### config.mk
export PLATFORM = sky130hd
export DESIGN_NAME = axis_sa_out_transpose
export DESIGN_NICKNAME = d
export VERILOG_FILES = /design/src/rtl/axis_sa_out_transpose.sv
export SDC_FILE = /design/constraint.sdc
export NUM_CORES = 1
export LEC_CHECK = 0
export ABC_CLOCK_PERIOD_IN_PS = 2600
export CAP_MARGIN = 40
export CORE_MARGIN = 2
export CORE_UTILIZATION = 49
export DETAILED_ROUTE_END_ITERATION = 8
export HOLD_SLACK_MARGIN = 0.12
export PLACE_DENSITY_LB_ADDON = 0.12
export SYNTH_ARGS = -nofsm -noshare
export SYNTH_HDL_FRONTEND = slang
export SYNTH_SLANG_ARGS = --single-unit
### constraint.sdc
create_clock -name clk -period 2.6 [get_ports clk]
set_input_delay 0.78 -clock clk [delete_from_list [all_inputs] [get_ports clk]]
set_output_delay 0.78 -clock clk [all_outputs]
set_load 0.02 [all_outputs]
### src/rtl/axis_sa_out_transpose.sv
// axis_sa_out_transpose
// Collects one R x C result tile from axis_sa, which arrives as C column beats
// with the last column first. The tile is then replayed row-major as R row
// beats, with row 0 first and column 0 in lane 0. A single tile buffer is used,
// so filling and draining never overlap.

module axis_sa_out_transpose #(
  parameter int R  = 2,
  parameter int C  = 2,
  parameter int WY = 10
) (
  input  logic                   clk,
  input  logic                   rst,
  input  logic                   s_valid,
  output logic                   s_ready,
  input  logic                   s_last,
  input  logic [R-1:0][WY-1:0]   s_data,
  output logic                   m_valid,
  input  logic                   m_ready,
  output logic                   m_last,
  output logic [C-1:0][WY-1:0]   m_data,
  output logic                   tile_err
);

  localparam int CW = $clog2((C > 2) ? C : 2);
  localparam int RW = $clog2((R > 2) ? R : 2);

  localparam logic [0:0] FILL  = 1'b0;
  localparam logic [0:0] DRAIN = 1'b1;

  logic [0:0]                  state_q, state_d;
  logic [CW-1:0]               col_cnt_q, col_cnt_d;
  logic [RW-1:0]               row_cnt_q, row_cnt_d;
  logic                        tile_err_q, tile_err_d;
  logic [R-1:0][C-1:0][WY-1:0] tile_q;

  logic                        s_hs;
  logic                        m_hs;
  logic                        last_col;
  logic                        last_row;
  int                          col_idx;
  logic [C-1:0]                wr_col;
  logic [C-1:0]                zero_col;

  assign s_ready  = (state_q == FILL) && !rst;
  assign m_valid  = (state_q == DRAIN);
  assign s_hs     = s_valid && s_ready;
  assign m_hs     = m_valid && m_ready;
  assign last_col = (col_cnt_q == CW'(C - 1));
  assign last_row = (row_cnt_q == RW'(R - 1));
  assign col_idx  = int'(col_cnt_q);
  assign m_last   = m_valid && last_row;
  assign m_data   = tile_q[row_cnt_q];
  assign tile_err = tile_err_q;

  // Beat j is stored into column C-1-j. An early s_last also clears every
  // column that the missing beats would have filled.
  always_comb begin
    wr_col   = '0;
    zero_col = '0;
    for (int k = 0; k < C; k++) begin
      if (s_hs) begin
        if (k == C - 1 - col_idx) begin
          wr_col[k] = 1'b1;
        end else if (s_last && (k < C - 1 - col_idx)) begin
          zero_col[k] = 1'b1;
        end
      end
    end
  end

  // The tile buffer has no reset because its contents only matter after a
  // complete fill.
  always_ff @(posedge clk) begin
    for (int r = 0; r < R; r++) begin
      for (int k = 0; k < C; k++) begin
        if (wr_col[k]) begin
          tile_q[r][k] <= s_data[r];
        end else if (zero_col[k]) begin
          tile_q[r][k] <= '0;
        end
      end
    end
  end

  // Fill/drain sequencing. A tile ends on s_last or on the C-th beat,
  // whichever comes first. Any disagreement between the two sets the sticky
  // error flag.
  always_comb begin
    state_d    = state_q;
    col_cnt_d  = col_cnt_q;
    row_cnt_d  = row_cnt_q;
    tile_err_d = tile_err_q;
    case (state_q)
      FILL: begin
        if (s_hs) begin
          if (s_last != last_col) begin
            tile_err_d = 1'b1;
          end
          if (s_last || last_col) begin
            state_d   = DRAIN;
            col_cnt_d = '0;
          end else begin
            col_cnt_d = col_cnt_q + CW'(1);
          end
        end
      end
      DRAIN: begin
        if (m_hs) begin
          if (last_row) begin
            row_cnt_d = '0;
            state_d   = FILL;
          end else begin
            row_cnt_d = row_cnt_q + RW'(1);
          end
        end
      end
      default: begin
        state_d = FILL;
      end
    endcase
  end

  // Control registers. A reset aborts any tile in progress.
  always_ff @(posedge clk) begin
    if (rst) begin
      state_q    <= FILL;
      col_cnt_q  <= '0;
      row_cnt_q  <= '0;
      tile_err_q <= 1'b0;
    end else begin
      state_q    <= state_d;
      col_cnt_q  <= col_cnt_d;
      row_cnt_q  <= row_cnt_d;
      tile_err_q <= tile_err_d;
    end
  end

endmodule

==> results of run 1 <==
layout make-up:
cell class	instances	area, µm²	area share [%]
sequential	44	1281	49.23
multi-input combinational	79	625.6	24.04
timing repair buffer	56	545.5	20.96
clock buffer	5	68.82	2.644
tap	50	62.56	2.404
inverter	3	11.26	0.4327
clock inverter	2	7.507	0.2885
sequential cells by signal, indices dropped and copies added, names as in the netlist:
name / flops
m_valid: 1
col_cnt_q: 1
last_row: 1
tile_err: 1
tile_q: 40
stage by stage:
step | std cells | utilization, % | area (µm²)
detailed placement | 232 | 63.03 | 2521
global route | 239 | 65.06 | 2603
finish | 239 | 65.06 | 2603
global placement | 232 | 63.03 | 2521
CTS | 239 | 64.90 | 2596
floorplan | 138 | - | 2023
critical path, cell delays in order, from the launching register on:
cell             delay, ns
dfxtp_1               0.35
buf_4                 0.18
mux2_2                0.35
clkdlybuf4s50_1       0.56
power by group through the flow:
stage | registers [mW] | clock network (mW) | logic (mW)
finish | 0.811 | 0.393 | 0.239
global route | 0.814 | 0.436 | 0.258
CTS | 0.811 | 0.406 | 0.241
detailed placement | 0.827 | 0 | 0.240
global placement | 0.825 | 0 | 0.235
floorplan | 0.828 | 0 | 0.138
kinds of logic after synthesis:
group | count (synthesis) | synth area share [%]
mux | 21 | 11.87
simple gates | 51 | 15.52
flops | 44 | 63.33
compound gates | 5 | 2.164
buf+inv | 15 | 5.874
fa+ha+maj | 2 | 1.237
timing repair:
item,4_1_cts,5_1_grt
hold buffers,0,0
gates resized for setup,1,2
endpoints found under the setup margin,1,13
cells in the final DEF (no fill, tap or decap), types with 2 or more instances in the layout:
cell type,Yosys,routed
and3_1,40,40
buf_4,0,7
clkbuf_8,0,5
clkdlybuf4s50_1,0,46
clkinv_1,0,2
dfxtp_1,4,4
edfxtp_1,40,40
ha_1,2,2
inv_1,3,3
mux2_2,19,19
nor2_1,3,3
nor2b_1,3,2
nor2b_2,1,2
path summary, 6_finish.rpt:
check,from,end
setup / recovery,last_row,m_data[18]
hold / removal,tile_err,tile_err
setup reg to reg,m_valid,tile_q[29]
hold reg to reg,tile_err,tile_err
metal layers:
layer  vias to the layer above  global-route usage [%]  share of wire (%)
li1                        616                       -                  -
met4                         0                   9.500                2.4
met5                         -                       0                  0
met1                       604                   20.00                 40
met2                        32                   29.37                 52
met3                        10                   5.757                4.8
cell usage after synthesis:
cell type  number  area share [%]
buf_2           4            0.99
a21oi_1         1            0.25
nand2_1         1            0.19
inv_1           3            0.56
mux2_1          1            0.56
a22o_1          1            0.43
ha_1            2             1.2
mux2_4          1            0.74
nor2b_1         3            0.93
and2_2          1            0.37
o211a_1         1            0.49
buf_6           6             3.3
a21bo_2         1            0.49
edfxtp_1       40              59
and3_1         40              12
mux2_2         19              11
nor2b_2         1            0.43
dfxtp_1         4             4.0
nor2_1          3            0.56
and2_1          1            0.31
nand3b_1        1            0.37
buf_8           1            0.74
clkbuf_2        1            0.25
a32o_1          1            0.49
==> results by group, run 1 <==
Finish
  • Synth-to-Final Area Change: 28.63%
  • Antenna Cells: 0
  • Layout cell share with drive strength beyond 1: 19.58%
  • Final layout net count: 216
  • Fill count: 307

Worst hold path
  • Cells on Worst Hold Path: 1
  • Min-Delay Path Class: reg -> reg

Routing
  • WL/cell: 15.65 µm
  • First-pass DRT Iterations: 4
  • DRC violations left: 0
  • DRT iter0 DRCs: 64
  • Via/cell ratio: 5.280
  • DRT Wirelength: 3740 µm
  • Antenna viol nets, final: 0
  • Vias post-DR: 1,262

Timing
  • Final hold slack: 0.4846 ns
  • Final Max Slew Viols: 0
  • Peak Freq: 0.3988 GHz
  • Final Cycle Share: 96.45%
  • Worst-Margin Slew: 0.6962 ns
  • Worst Slack Setup Final: 0.09223 ns
  • Rel. slew slack: 53.38%
  • Hold Vio Cnt, Final: 0
  • Setup TNS: 0 ns
  • RSZ-0062 raised after global routing: false
  • Final min period: 2.508 ns
  • # setup viols final: 0
  • Final Skew: 0.002219 ns

Synth
  • Post-Syn Nets: 165
  • Yosys warns: 0
  • Mean Syn Cell Area: 14.66 µm²
  • Synthesized cell area: 2023 µm²
  • Synth Instances: 138
  • #FFs+latches synth: 44
  • Sequential fraction of the synthesis area: 63.33%
  • Synth cell types: 24

Pwr
  • P_sw: 0.3416 mW
  • Sequential power share: 56.2%
  • Peak VDD IR: 0.0004204 V
  • Pwr dens: 554.6 nW/µm²
  • Sw frac: 23.67%
  • Total leakage power: 1.111 nW
  • Power, Total: 1.443 mW
  • Cell-internal power: 1.102 mW
  • Clock Power Share: 27.2%
  • Comb power frac: 16.6%

Clock tree
  • Clk slew on worst S/H paths: 0.08 ns
  • Num CTS Buffers: 5
  • TritonCTS clock tree: yes
  • Setup Buffers After CTS: 0
  • Clock Tree Root: clkbuf_8
  • Longest Clk Path Bufs: 2
  • Clk Latency, worst-skew pair: 0.29 ns
  • Num Clock Sinks: 44
  • H-tree depth: 2

Placement
  • Post-DP HPWL: 2516 µm
  • PortBufs: 48
  • Pre-CTS WS: -0.1029 ns
  • GP Congestion: 0.7687

GRT
  • Vias in the first global route: 1,245
  • Largest net degree at the start of global routing: 41
  • First-pass GRT wire length: 5740 µm
  • Total GRT Usage: 17.62%
  • GR Overflow Total: 0
  • Antenna violations before repair: 0

Floorplanning
  • # rows: 23
  • Initial core utilization: 50.58%
  • Die area: 4659 µm²
  • Ports: 49
  • Die outline height: 68.26 µm
  • Core area: 4000 µm²
  • Die width: 68.26 µm

Worst setup path
  • Element type at the critical path start: flop
  • Crit. End Element: output pin
  • CP Class: reg -> out
  • Crit path DAT: 1.73 ns
  • Crit path max fanout: 10
  • R2R depth: 3
  • R2r setup slk: 1.17 ns
  • Critical Path RT: 1.82 ns

Flow run
  • Max Cap Viol: 0

Outcome
  • Status: complete, no violations
Power figures use the tool's default switching activity.
==> run 2: changes to the inputs <==
- ABC_AREA: unset -> 1
- CORE_UTILIZATION: 49 -> 48
==> results by group, run 2 <==
Outcome
  • Status: complete, no violations

Pwr
  • Total leakage power: 1.141 nW (+2.7%)
  • Power, Total: 1.608 mW (+11%)
  • Peak VDD IR: 0.0003825 V (-9.0%)
  • Pwr dens: 614.7 nW/µm² (+11%)

Timing
  • Worst Slack Setup Final: 0.1185 ns (+0.02623 ns)
  • Final Skew: 0.003439 ns (+0.001219 ns)
  • Final hold slack: 0.4450 ns (-0.03955 ns)
  • Final min period: 2.482 ns (-0.02623 ns)
  • Hold Vio Cnt, Final: 0 (unchanged)
  • Setup TNS: 0 ns (unchanged)
  • Final Max Slew Viols: 0 (unchanged)
  • Worst-Margin Slew: 0.4162 ns (-0.2800 ns)
  • # setup viols final: 0 (unchanged)
  • Final Cycle Share: 95.44% (-1.0 points)
  • RSZ-0062 raised after global routing: false
  • Rel. slew slack: 72.16% (+19 points)
  • Peak Freq: 0.4030 GHz (+1.1%)

Routing
  • Via/cell ratio: 4.506 (-15%)
  • Antenna viol nets, final: 0 (unchanged)
  • Vias post-DR: 1,397 (+11%)
  • DRC violations left: 0 (unchanged)
  • DRT Wirelength: 3444 µm (-7.9%)
  • DRT iter0 DRCs: 55 (-14%)
  • First-pass DRT Iterations: 4 (unchanged)
  • WL/cell: 11.11 µm (-29%)

Clock tree
  • Clock Tree Root: clkbuf_8
  • # hold bufs at CTS: 0 (unchanged)
  • Clk Latency, worst-skew pair: 0.29 ns (about the same)
  • Num Clock Sinks: 44 (unchanged)
  • Clk slew on worst S/H paths: 0.08 ns (about the same)
  • TritonCTS clock tree: yes
  • Longest Clk Path Bufs: 2 (unchanged)
  • H-tree depth: 2 (unchanged)
  • Setup Buffers After CTS: 0 (unchanged)
  • Num CTS Buffers: 5 (unchanged)

Synth
  • Synthesized cell area: 1948 µm² (-3.7%)
  • Biggest area consumer among synthesized cells: edfxtp_1
  • Sequential fraction of the synthesis area: 65.77% (+2.4 points)
  • Yosys warns: 0 (unchanged)
  • Most common cell in the netlist: nand2_1
  • #FFs+latches synth: 44 (unchanged)
  • Mean Syn Cell Area: 9.644 µm² (-34%)
  • Post-synth top cells: nand2_1 (64), nor2_1 (44), edfxtp_1 (40)
  • Post-Syn Nets: 229 (+39%)
  • Synth top area cells: edfxtp_1 (62%), nand2_1 (12%), nor2_1 (8.5%), inv_1 (5.4%), dfxtp_1 (4.1%)
  • Synth cell types: 14 (-42%)
  • Synth Flop Type: edfxtp_1
  • Synth Instances: 202 (+46%)
  • Post-synth top area share: 61.66% (+2.3 points)
  • Ys async rst share: 0% (unchanged)
  • Number of synthesized flops with an enable pin: 40 (unchanged)

Floorplanning
  • Initial core utilization: 49.41% (-1.2 points)
  • Die outline height: 67.71 µm (-0.81%)
  • Ports: 49 (unchanged)
  • # rows: 23 (unchanged)
  • Die area: 4584 µm² (-1.6%)
  • Die width: 67.71 µm (-0.81%)
  • Core area: 3943 µm² (-1.4%)

Worst setup path
  • CP Class: in -> out
  • Element type at the critical path start: input port
  • Worst path slowest cell: clkdlybuf4s50_1
  • Crit-path max cell delay: 0.46 ns (-0.10 ns)
  • R2r setup slk: 1.14 ns (-0.03 ns)
  • Crit path max fanout: 2 (-8)
  • Critical path, cell by cell: clkdlybuf4s50_1 -> nor2_4 -> dlygate4sd2_1
  • Crit path DAT: 1.70 ns (-0.03 ns)
  • Critical Path RT: 1.82 ns (about the same)
  • Crit. End Element: output pin

GRT
  • Antenna violations before repair: 0 (unchanged)
  • Total GRT Usage: 17.40% (-0.23 points)
  • Vias in the first global route: 1,305 (+4.8%)
  • GR Overflow Total: 0 (unchanged)
  • Largest net degree at the start of global routing: 24 (-41%)
  • First-pass GRT wire length: 5809 µm (+1.2%)

Finish
  • Synth-to-Final Area Change: 34.30%
  • Commonest cells after routing, fill and taps aside: nand2_1 (64), clkdlybuf4s50_1 (47), nor2_1 (43)
  • Commonest non-fill, non-tap cell in the layout: nand2_1
  • Final cell count without fillers: 310 (+30%)
  • Util after Layout: 66.36% (+1.3 points)
  • Area of the multi-input gates: 498.0 µm² (-20%)
  • Max reg flops: 40 (unchanged)
  • Layout cell share with drive strength beyond 1: 9.231% (-10 points)
  • Antenna Cells: 0 (unchanged)
  • Fill count: 339 (+10%)
  • Sequential Area: 1281 µm² (unchanged)
  • Final layout net count: 286 (+32%)
  • Biggest register: tile_q
  • Post-route cell area: 2616 µm² (+0.53%)

Placement
  • Post-DP HPWL: 2331 µm (-7.4%)
  • Total placed cells including tap cells: 302 (+30%)
  • PortBufs: 48 (unchanged)
  • Placed inst area: 2506 µm² (-0.60%)
  • GP Congestion: 0.7272 (-5.4%)
  • Pre-CTS WS: -0.1573 ns (-0.05447 ns)

Flow run
  • Max Cap Viol: 0 (unchanged)

Worst hold path
  • Min-Delay Path Class: reg -> reg
## run 2: changes by cell type after synthesis, moves of 2 or more
cell / before / now
and3_1: 40 / 0
nand2_2: 0 / 3
clkbuf_1: 0 / 2
buf_2: 4 / 2
nand3_1: 0 / 4
nor2b_1: 3 / 0
inv_1: 3 / 28
nand2_1: 1 / 64
mux2_2: 19 / 0
a21oi_1: 1 / 3
nor2_1: 3 / 44
buf_6: 6 / 4
## run 2: what timing repair did
action	CTS	global route
resized for setup	1	2
hold endpoints to repair	0	0
endpoints found under the setup margin	1	11
cloned	0	0
## run 2: cells by family after synthesis
| logic type | Yosys count | synth area share (%) |
|---|---|---|
| and+or+nand+nor | 116 | 23.38 |
| DFF | 44 | 65.77 |
| buffers and inverters | 37 | 8.799 |
| AOI/OAI and AO/OA | 3 | 0.7705 |
| adders and majority gates | 2 | 1.284 |
## run 2: final timing paths
kind / from / endpoint / depth (start not counted)
max: rst / s_ready / 3
min: tile_err / tile_err / 2
max reg2reg: m_valid / tile_q[14] / 7
min reg2reg: tile_err / tile_err / 2
## run 2: report_power, final
part	switching, mW	internal, mW
logic	0.147	0.130
clock network	0.223	0.285
registers	0.0134	0.811
total	0.383	1.23
## run 2: cell type report
cell class / instances / area share [%]
flip-flops and latches: 44 / 48.97
repair buffers: 58 / 21.33
multi-input cells: 121 / 19.03
inverters: 29 / 4.161
clock buffers: 6 / 2.774
well taps: 50 / 2.391
clock inverters: 2 / 1.339
## run 2: worst max-delay path: cells and delay by family
kind	cells	cell delay [ns]
buf+inv	2	0.79
simple gates	1	0.13
## run 2: metal layers
| layer | track usage [%] | part of all wire (%) | vias to the layer above |
|---|---|---|---|
| met2 | 28.31 | 50 | 35 |
| met1 | 22.39 | 44 | 626 |
| met4 | 6.888 | 0.90 | 0 |
| met3 | 4.167 | 5.3 | 4 |
| li1 | - | - | 732 |
| met5 | 0 | 0 | - |
==> run 3: changes to the inputs <==
- CTS_CLUSTER_DIAMETER: unset -> 200
==> results of run 3 <==
The final DEF is identical to that of run 2; final timing and power are the same.
